$ cat src/rtl/rep16_pkg.sv
// Shared parameters and state type for the 16x repetition encoder.
package rep16_pkg;
   localparam int DATA_W         = 8;
   localparam int CODE_W         = 16;
   localparam int VOTE_THRESHOLD = 9;
   localparam int IDX_W          = $clog2(DATA_W);

   typedef enum logic {IDLE, SEND} state_t;
endpackage

$ cat src/rtl/rep16_expand.sv
// Replicates one data bit across a codeword and applies the injection mask.
module rep16_expand
   import rep16_pkg::*;
(
   input  logic              bit_in,
   input  logic [CODE_W-1:0] mask,
   output logic [CODE_W-1:0] code
);
   genvar gi;
   generate
      for (gi = 0; gi < CODE_W; gi++) begin : g_rep
         assign code[gi] = bit_in ^ mask[gi];
      end
   endgenerate
endmodule

$ cat src/rtl/rep16_encoder.sv
// Byte-in, codeword-out serializer: one CODE_W repetition codeword per data bit, MSB first.
module rep16_encoder
   import rep16_pkg::*;
(
   input  logic              clk,
   input  logic              rst_n,
   input  logic              in_valid,
   output logic              in_ready,
   input  logic [DATA_W-1:0] in_data,
   input  logic              inj_en,
   input  logic [CODE_W-1:0] inj_mask,
   output logic              out_valid,
   input  logic              out_ready,
   output logic [CODE_W-1:0] out_code,
   output logic              out_last,
   output logic              busy
);
   state_t            state_reg, state_next;
   logic [DATA_W-1:0] shift_reg, shift_next;
   logic [CODE_W-1:0] mask_reg, mask_next;
   logic [IDX_W-1:0]  idx_reg, idx_next;
   logic              fire;
   logic              load;
   logic [CODE_W-1:0] code;

   assign out_valid = (state_reg == SEND);
   assign busy      = out_valid;
   assign out_last  = out_valid && (idx_reg == '0);
   assign fire      = out_valid && out_ready;
   // Next byte may be taken on the final codeword's handshake, giving bubble-free streaming.
   assign in_ready  = rst_n && ((state_reg == IDLE) || (fire && out_last));
   assign load      = in_valid && in_ready;

   rep16_expand u_expand (
      .bit_in (shift_reg[DATA_W-1]),
      .mask   (mask_reg),
      .code   (code)
   );

   assign out_code = out_valid ? code : '0;

   always_comb begin
      state_next = state_reg;
      shift_next = shift_reg;
      mask_next  = mask_reg;
      idx_next   = idx_reg;
      if (load) begin
         state_next = SEND;
         shift_next = in_data;
         mask_next  = inj_en ? inj_mask : '0;
         idx_next   = IDX_W'(DATA_W - 1);
      end else if (fire) begin
         if (out_last) begin
            state_next = IDLE;
         end else begin
            shift_next = {shift_reg[DATA_W-2:0], 1'b0};
            idx_next   = idx_reg - IDX_W'(1);
         end
      end
   end

   always_ff @(posedge clk or negedge rst_n) begin
      if (!rst_n) begin
         state_reg <= IDLE;
         shift_reg <= '0;
         mask_reg  <= '0;
         idx_reg   <= '0;
      end else begin
         state_reg <= state_next;
         shift_reg <= shift_next;
         mask_reg  <= mask_next;
         idx_reg   <= idx_next;
      end
   end
endmodule

$ cat config.mk
export PLATFORM = sky130hd
export DESIGN_NAME = rep16_encoder
export DESIGN_NICKNAME = d
export VERILOG_FILES = /design/src/rtl/rep16_pkg.sv /design/src/rtl/rep16_expand.sv /design/src/rtl/rep16_encoder.sv
export SDC_FILE = /design/constraint.sdc
export NUM_CORES = 1
export LEC_CHECK = 0
export ABC_AREA = 1
export BUFFER_PORTS_ARGS = -buffer_cell sky130_fd_sc_hd__buf_2
export CAP_MARGIN = 10
export CORE_MARGIN = 4
export CORE_UTILIZATION = 30
export DETAILED_ROUTE_END_ITERATION = 8
export SLEW_MARGIN = 30
export SYNTH_ARGS = -nofsm -noshare
export SYNTH_HDL_FRONTEND = slang
export SYNTH_SLANG_ARGS = --single-unit
$ cat constraint.sdc
create_clock -name clk -period 1.2 [get_ports clk]
set_input_delay 0.18 -clock clk [delete_from_list [all_inputs] [get_ports clk]]
set_output_delay 0.18 -clock clk [all_outputs]
set_load 0.02 [all_outputs]
==> impl_results.md, run 1 <==
- Reg2Reg Depth: 10
- Final TNS setup: -7.369 ns
- Ant diodes: 0
- Hold Crit Depth: 3
- Vias in the first global route: 1,281
- Die span in y: 79.04 um
- Register area share after synthesis: 46.28%
- CP Class: flip-flop to output port
- Syn. warnings: 0
- CTS clk-pin slew, worst paths: 0.10 ns
- Critical Path End: in_ready
- Finish-stage setup viols: 48
- Pwr Density: 3020 mW/mm2
- Core area: 0.004817 mm2
- Placed wire-length estimate: 2655 um
- Startpoint Class: flip-flop
- Clock tree from TritonCTS: built
- Die area: 0.006247 mm2
- Mapped Cells: 182
- CP startpoint: idx_reg[0]$_DFFE_PN0P_
- Reg-to-reg startpoint: idx_reg[0]$_DFFE_PN0P_
- Max IR drop VDD: 1.121 mV
- Required time worst endpoint: 1.02 ns
- Clk_lat worst skew: 0.27 ns
- Share of layout cells above drive strength 1: 46.03%
- Hold Path Class: primary input to flip-flop
- Commonest non-fill, non-tap cell in the layout: nand2_1
- Clock sink count: 28
- Post-Route Skew: 0.002095 ns
- Post-DP Area: 0.001966 mm2
- Initial antenna violation count: 0
- Area leader, netlist: dfrtp_1
- Largest net degree at the start of global routing: 37
- Max Fclk: 0.6659 GHz
- Num rows: 25
- Max cap viols: 0
- Most frequent cells in the layout: nand2_1 (47), buf_2 (28), dfrtp_1 (26)
- Final WS setup: -0.3018 ns
- Max reg flops: 16
- Vias per cell: 4.493
- Average cell area after synthesis: 8.318 um2
- Die width: 79.04 um
- I/O pins: 49
- Post-layout min period: 1.502 ns
- Hold Vio Cnt, Final: 0
- Routed WL: 3671 um
- Final Util: 47.66%
- DRC Markers: 0
- Post-Syn Area: 0.001514 mm2
- RSZ-0062 raised after global routing: true
- Reg2reg setup slack: -0.20 ns
- Pre-CTS setup slack: -0.1056 ns
- Final Cell Area: 0.002296 mm2
- PortBufs: 48
- Overflow after GRT: 0
- Worst slew margin: 80.80%
- P_leak: 1.102 nW
- Status: finished, violations left
- Root Buffer: clkbuf_8
- Synth area leaders: dfrtp_1 (46%), nand2_1 (12%), xnor2_1 (9.3%)
- Worst flop-to-flop path endpoint: shift_reg[6]$_DFFE_PN0P_
- CP endpoint kind: output port
- Routability cong.: 0.7891
- CTS Buffer Depth: 2
- ANT nets after route: 0
- Via count: 1,375
- Mapped Nets: 213
- Yosys top cell area share: 46.28%
- Slew of the pin with the lowest slew margin: 0.2880 ns
- Unique masters post-synth: 20
- Critical path arrival: 1.32 ns
- Initial core utilization: 31.43%
- NumNets Final: 271
- Num CTS Buffers: 3
- FF+latch count, synth: 28
- DR iter-0 viols: 77
- Crit Path Max Fanout: 2
- CTS H-Tree Depth: 1
- First-pass DRT Iterations: 4
- WL per Instance: 12.00 um
- Layout area overhead: 51.65%
- First-pass GRT wire length: 6051 um
- Fin. max-slew vios: 0
- Violated checks: negative setup slack
- GRT Overall Usage: 12.18%
- Period utilisation layout: 125.1%
how the worst min path moves through the flow:
stage                            from                       end
after detailed placement        rst_n          busy$_DFFE_PN0P_
after global placement          rst_n          busy$_DFFE_PN0P_
final                      in_data[0]  shift_reg[0]$_DFFE_PN0P_
after global routing      inj_mask[1]   mask_reg[1]$_DFFE_PN0N_
after floorplan                 rst_n          busy$_DFFE_PN0P_
after CTS                  in_data[0]  shift_reg[0]$_DFFE_PN0P_
timing repair:
action | 4_1_cts | 5_1_grt
cloned | 0 | 1
resized for setup | 37 | 11
hold endpoints to repair | 28 | 0
setup buffers | 3 | 1
pin swaps | 2 | 2
endpoints found under the setup margin | 46 | 48
hold buffers | 1 | 0
synthesized netlist by cell type:
cell	number
nand4_4	1
xnor2_1	16
buf_4	4
buf_2	6
o21ai_1	16
nor2_1	16
ha_1	2
o211ai_2	1
dfrtp_1	28
o21bai_2	1
and3_1	1
nand3_1	20
inv_1	6
inv_2	3
clkbuf_1	2
buf_6	1
nand4_1	7
nand2_1	47
o21ai_0	1
nand2_2	3
stage by stage:
step / power (mW) / cells / hold slack [ns]
after floorplan: 4.243 / 182 / -0.1156
after global placement: 5.211 / 296 / 0.007075
after detailed placement: 5.286 / 296 / 0.004617
after CTS: 6.641 / 304 / 0.1293
after global routing: 7.431 / 306 / 0.1373
final: 6.934 / 306 / 0.1294
worst max-delay path: stages, from the launching register on:
cell and delay (ns):
dfrtp_1 0.40, inv_2 0.08, ha_4 0.15, nand2_4 0.06, nand2_4 0.06, and3_4 0.19
buf_6 0.11
cells by family (layout without fill, tap and decap cells):
kind of cell / after synthesis / after routing / share of synthesized area [%]
AO/OA/AOI/OAI: 19 / 19 / 7.190
XOR/XNOR: 16 / 16 / 9.256
adder cells (fa/ha/maj): 2 / 2 / 1.653
buffers and inverters: 22 / 79 / 7.438
flip-flops: 28 / 28 / 46.28
AND/OR/NAND/NOR: 95 / 95 / 28.18
routing by layer:
layer	share of wire [%]	GRT usage (%)	up-vias	routed length [um]
met5	0	0	-	0
met4	0.41	3.608	0	15
met3	5.9	3.061	2	218
met2	50	19.61	29	1822
met1	44	16.12	635	1615
li1	-	-	709	-
power breakdown:
| part | internal (mW) | total, mW | switching, mW |
|---|---|---|---|
| Sequential | 1.40 | 1.82 | 0.414 |
| Combinational | 2.34 | 4.52 | 2.19 |
| Clock | 0.294 | 0.593 | 0.299 |
| Total | 4.03 | 6.93 | 2.90 |
final cells by class:
type,instances,area (um2)
fill,493,2521
multi-input combinational,132,888.4
sequential,28,703.2
timing repair buffer,66,531.8
tap,67,83.83
clock buffer,4,55.05
inverter,9,33.78
Power figures use the tool's default switching activity.
==> run 2, diff against run 1 <==
--- a/config.mk
+++ b/config.mk
@@ -11,6 +11,7 @@
 export CORE_MARGIN = 4
 export CORE_UTILIZATION = 30
 export DETAILED_ROUTE_END_ITERATION = 8
+export PLACE_DENSITY = 0.54
 export SLEW_MARGIN = 30
 export SYNTH_ARGS = -nofsm -noshare
 export SYNTH_HDL_FRONTEND = slang
==> run 2 against run 1 <==
The flow still finishes with violations (negative setup slack); register-to-register slack hardly changed; critical path type unchanged; clock skew is 0.0043 ns higher; critical endpoint is now out_code[6]; non-clock buffer count is 7 higher; final cell count is 2.3% higher; sequential cell count stayed put; critical path depth is 2 lower; combinational power is 2% higher; sequential share of layout area is 0.91 points lower; final area is 3.1% higher; routed wire length is 3.7% higher; count of clock-buffer cells in the layout stayed put.
==> impl_results.md, run 2 (synthesis gave the netlist of run 1 again) <==
- Crit-path leading delay family: flip-flops
- Gr busiest metal: met2
- CP bufs+invs: 2
- Post-Route Skew: 0.006372 ns
- Reg2Reg Depth: 9
- Met2 usage: 21.21%
- Finish-stage setup viols: 48
- Via count: 1,388
- Num rows: 25
- ANT nets after route: 0
- Root Buffer: clkbuf_8
- Critical path arrival: 1.29 ns
- Grt met1 use: 16.89%
- Initial antenna violation count: 0
- Max Fclk: 0.6814 GHz
- GRT Overall Usage: 12.72%
- Fill cells: 481
- CTS clk-pin slew, worst paths: 0.10 ns
- Crit Path Max Fanout: 8
- Biggest cell delay along the critical path: 0.45 ns
- Most frequent cells in the layout: nand2_1 (45), buf_2 (28), buf_4 (27)
- Core area: 0.004817 mm2
- M3 GR Usage: 1.247%
- CP startpoint: shift_reg[7]$_DFFE_PN0P_
- PortBufs: 48
- Hold Path Class: primary input to flip-flop
- Final TNS setup: -8.938 ns
- WHS: 0.1378 ns
- CP Class: flip-flop to output port
- Worst slew margin: 81.23%
- DRC Markers: 0
- P_leak: 1.149 nW
- Final WS setup: -0.2676 ns
- NumNets Final: 278
- Placed wire-length estimate: 2762 um
- First-pass DRT Iterations: 4
- Period utilisation layout: 122.3%
- Die span in y: 79.04 um
- Hold Crit Depth: 3
- Startpoint Class: flip-flop
- CTS Buffer Depth: 2
- Vias per cell: 4.435
- Max reg flops: 16
- Num CTS Buffers: 3
- Layout area overhead: 56.28%
- Initial core utilization: 31.43%
- I/O pins: 49
- Violated checks: negative setup slack
- Reg2reg setup slack: -0.20 ns
- Crit path cell chain: clkbuf_16 -> xnor2_2 -> nor2_2 -> buf_6
- Routability cong.: 0.7788
- Vias in the first global route: 1,340
- Clock sink count: 28
- Commonest non-fill, non-tap cell in the layout: nand2_1
- DR iter-0 viols: 48
- WL per Instance: 12.16 um
- Critical Path Slowest Stage Cell: dfrtp_2
- Die area: 0.006247 mm2
- Overflow after GRT: 0
- Max IR drop VDD: 1.239 mV
- Share of layout cells above drive strength 1: 50.41%
- Pwr Density: 2941 mW/mm2
- Clock tree from TritonCTS: built
- First-pass GRT wire length: 6313 um
- Fin. max-slew vios: 0
- Post-layout min period: 1.468 ns
- Pre-CTS setup slack: -0.1055 ns
- Worst flop-to-flop path endpoint: mask_reg[14]$_DFFE_PN0N_
- Routed WL: 3805 um
- Max cap viols: 0
- Required time worst endpoint: 1.02 ns
- WHS Endpoint: mask_reg[8]$_DFFE_PN0N_
- Ant diodes: 0
- CP endpoint kind: output port
- Min-delay src: inj_mask[8]
- Largest net degree at the start of global routing: 21
- Die width: 79.04 um
- CTS H-Tree Depth: 1
- Clk_lat worst skew: 0.27 ns
- RSZ-0062 raised after global routing: true
- Crit path depth: 4
- Reg-to-reg startpoint: idx_reg[1]$_DFFE_PN0P_
- Status: finished, violations left
- Hold Vio Cnt, Final: 0
- Slew of the pin with the lowest slew margin: 0.2815 ns
-- run 2: layout make-up --
class / instances / area (um2) / share of cell area (%)
timing repair buffer: 73 / 584.3 / 24.70
sequential: 28 / 703.2 / 29.72
tap: 67 / 83.83 / 3.543
clock buffer: 4 / 45.04 / 1.904
multi-input combinational: 132 / 913.4 / 38.60
inverter: 9 / 36.28 / 1.534
-- run 2: how the worst max path moves through the flow --
stage	endpoint	slack, ns
after floorplan	out_code[10]	-0.04
after global placement	shift_reg[7]$_DFFE_PN0P_	-0.08
after detailed placement	mask_reg[14]$_DFFE_PN0N_	-0.11
after CTS	in_ready	-0.29
after global routing	in_ready	-0.34
final	out_code[6]	-0.27
-- run 2: timing repair --
action,CTS,global route
hold buffers,1,0
gates cloned,0,1
setup endpoints to repair,47,48
hold endpoints to repair,28,0
setup buffers,5,2
pin swaps,2,2
resized for setup,43,16
-- run 2: tightest hold or removal path: cells and delay by family --
kind	cells	cell delay [ns]
compound gates	1	0.06
simple gates	1	0.05
buf+inv	1	0.09
-- run 2: power breakdown --
part / leakage (nW) / internal [mW] / total, mW / switching (mW)
logic: 0.771 / 2.40 / 4.61 / 2.21
clock network: 0.0228 / 0.238 / 0.527 / 0.289
registers: 0.355 / 1.40 / 1.83 / 0.421
-- run 2: per-layer routing --
metal / up-vias / wire length [um] / part of all wire [%]
li1: 718 / - / -
met1: 644 / 1680 / 44
met2: 22 / 1960 / 52
met3: 4 / 106 / 2.8
met4: 0 / 57 / 1.5
met5: - / 0 / 0
-- run 2: per-stage QoR --
stage                     power, mW  util [%]  cell area [um2]  std cells
after floorplan               4.243         -             1608        182
after global placement        5.271     41.17             1983        300
after detailed placement      5.323     41.17             1983        300
after CTS                     6.704     46.81             2255        310
after global routing          7.483     49.12             2366        313
final                         6.959     49.12             2366        313
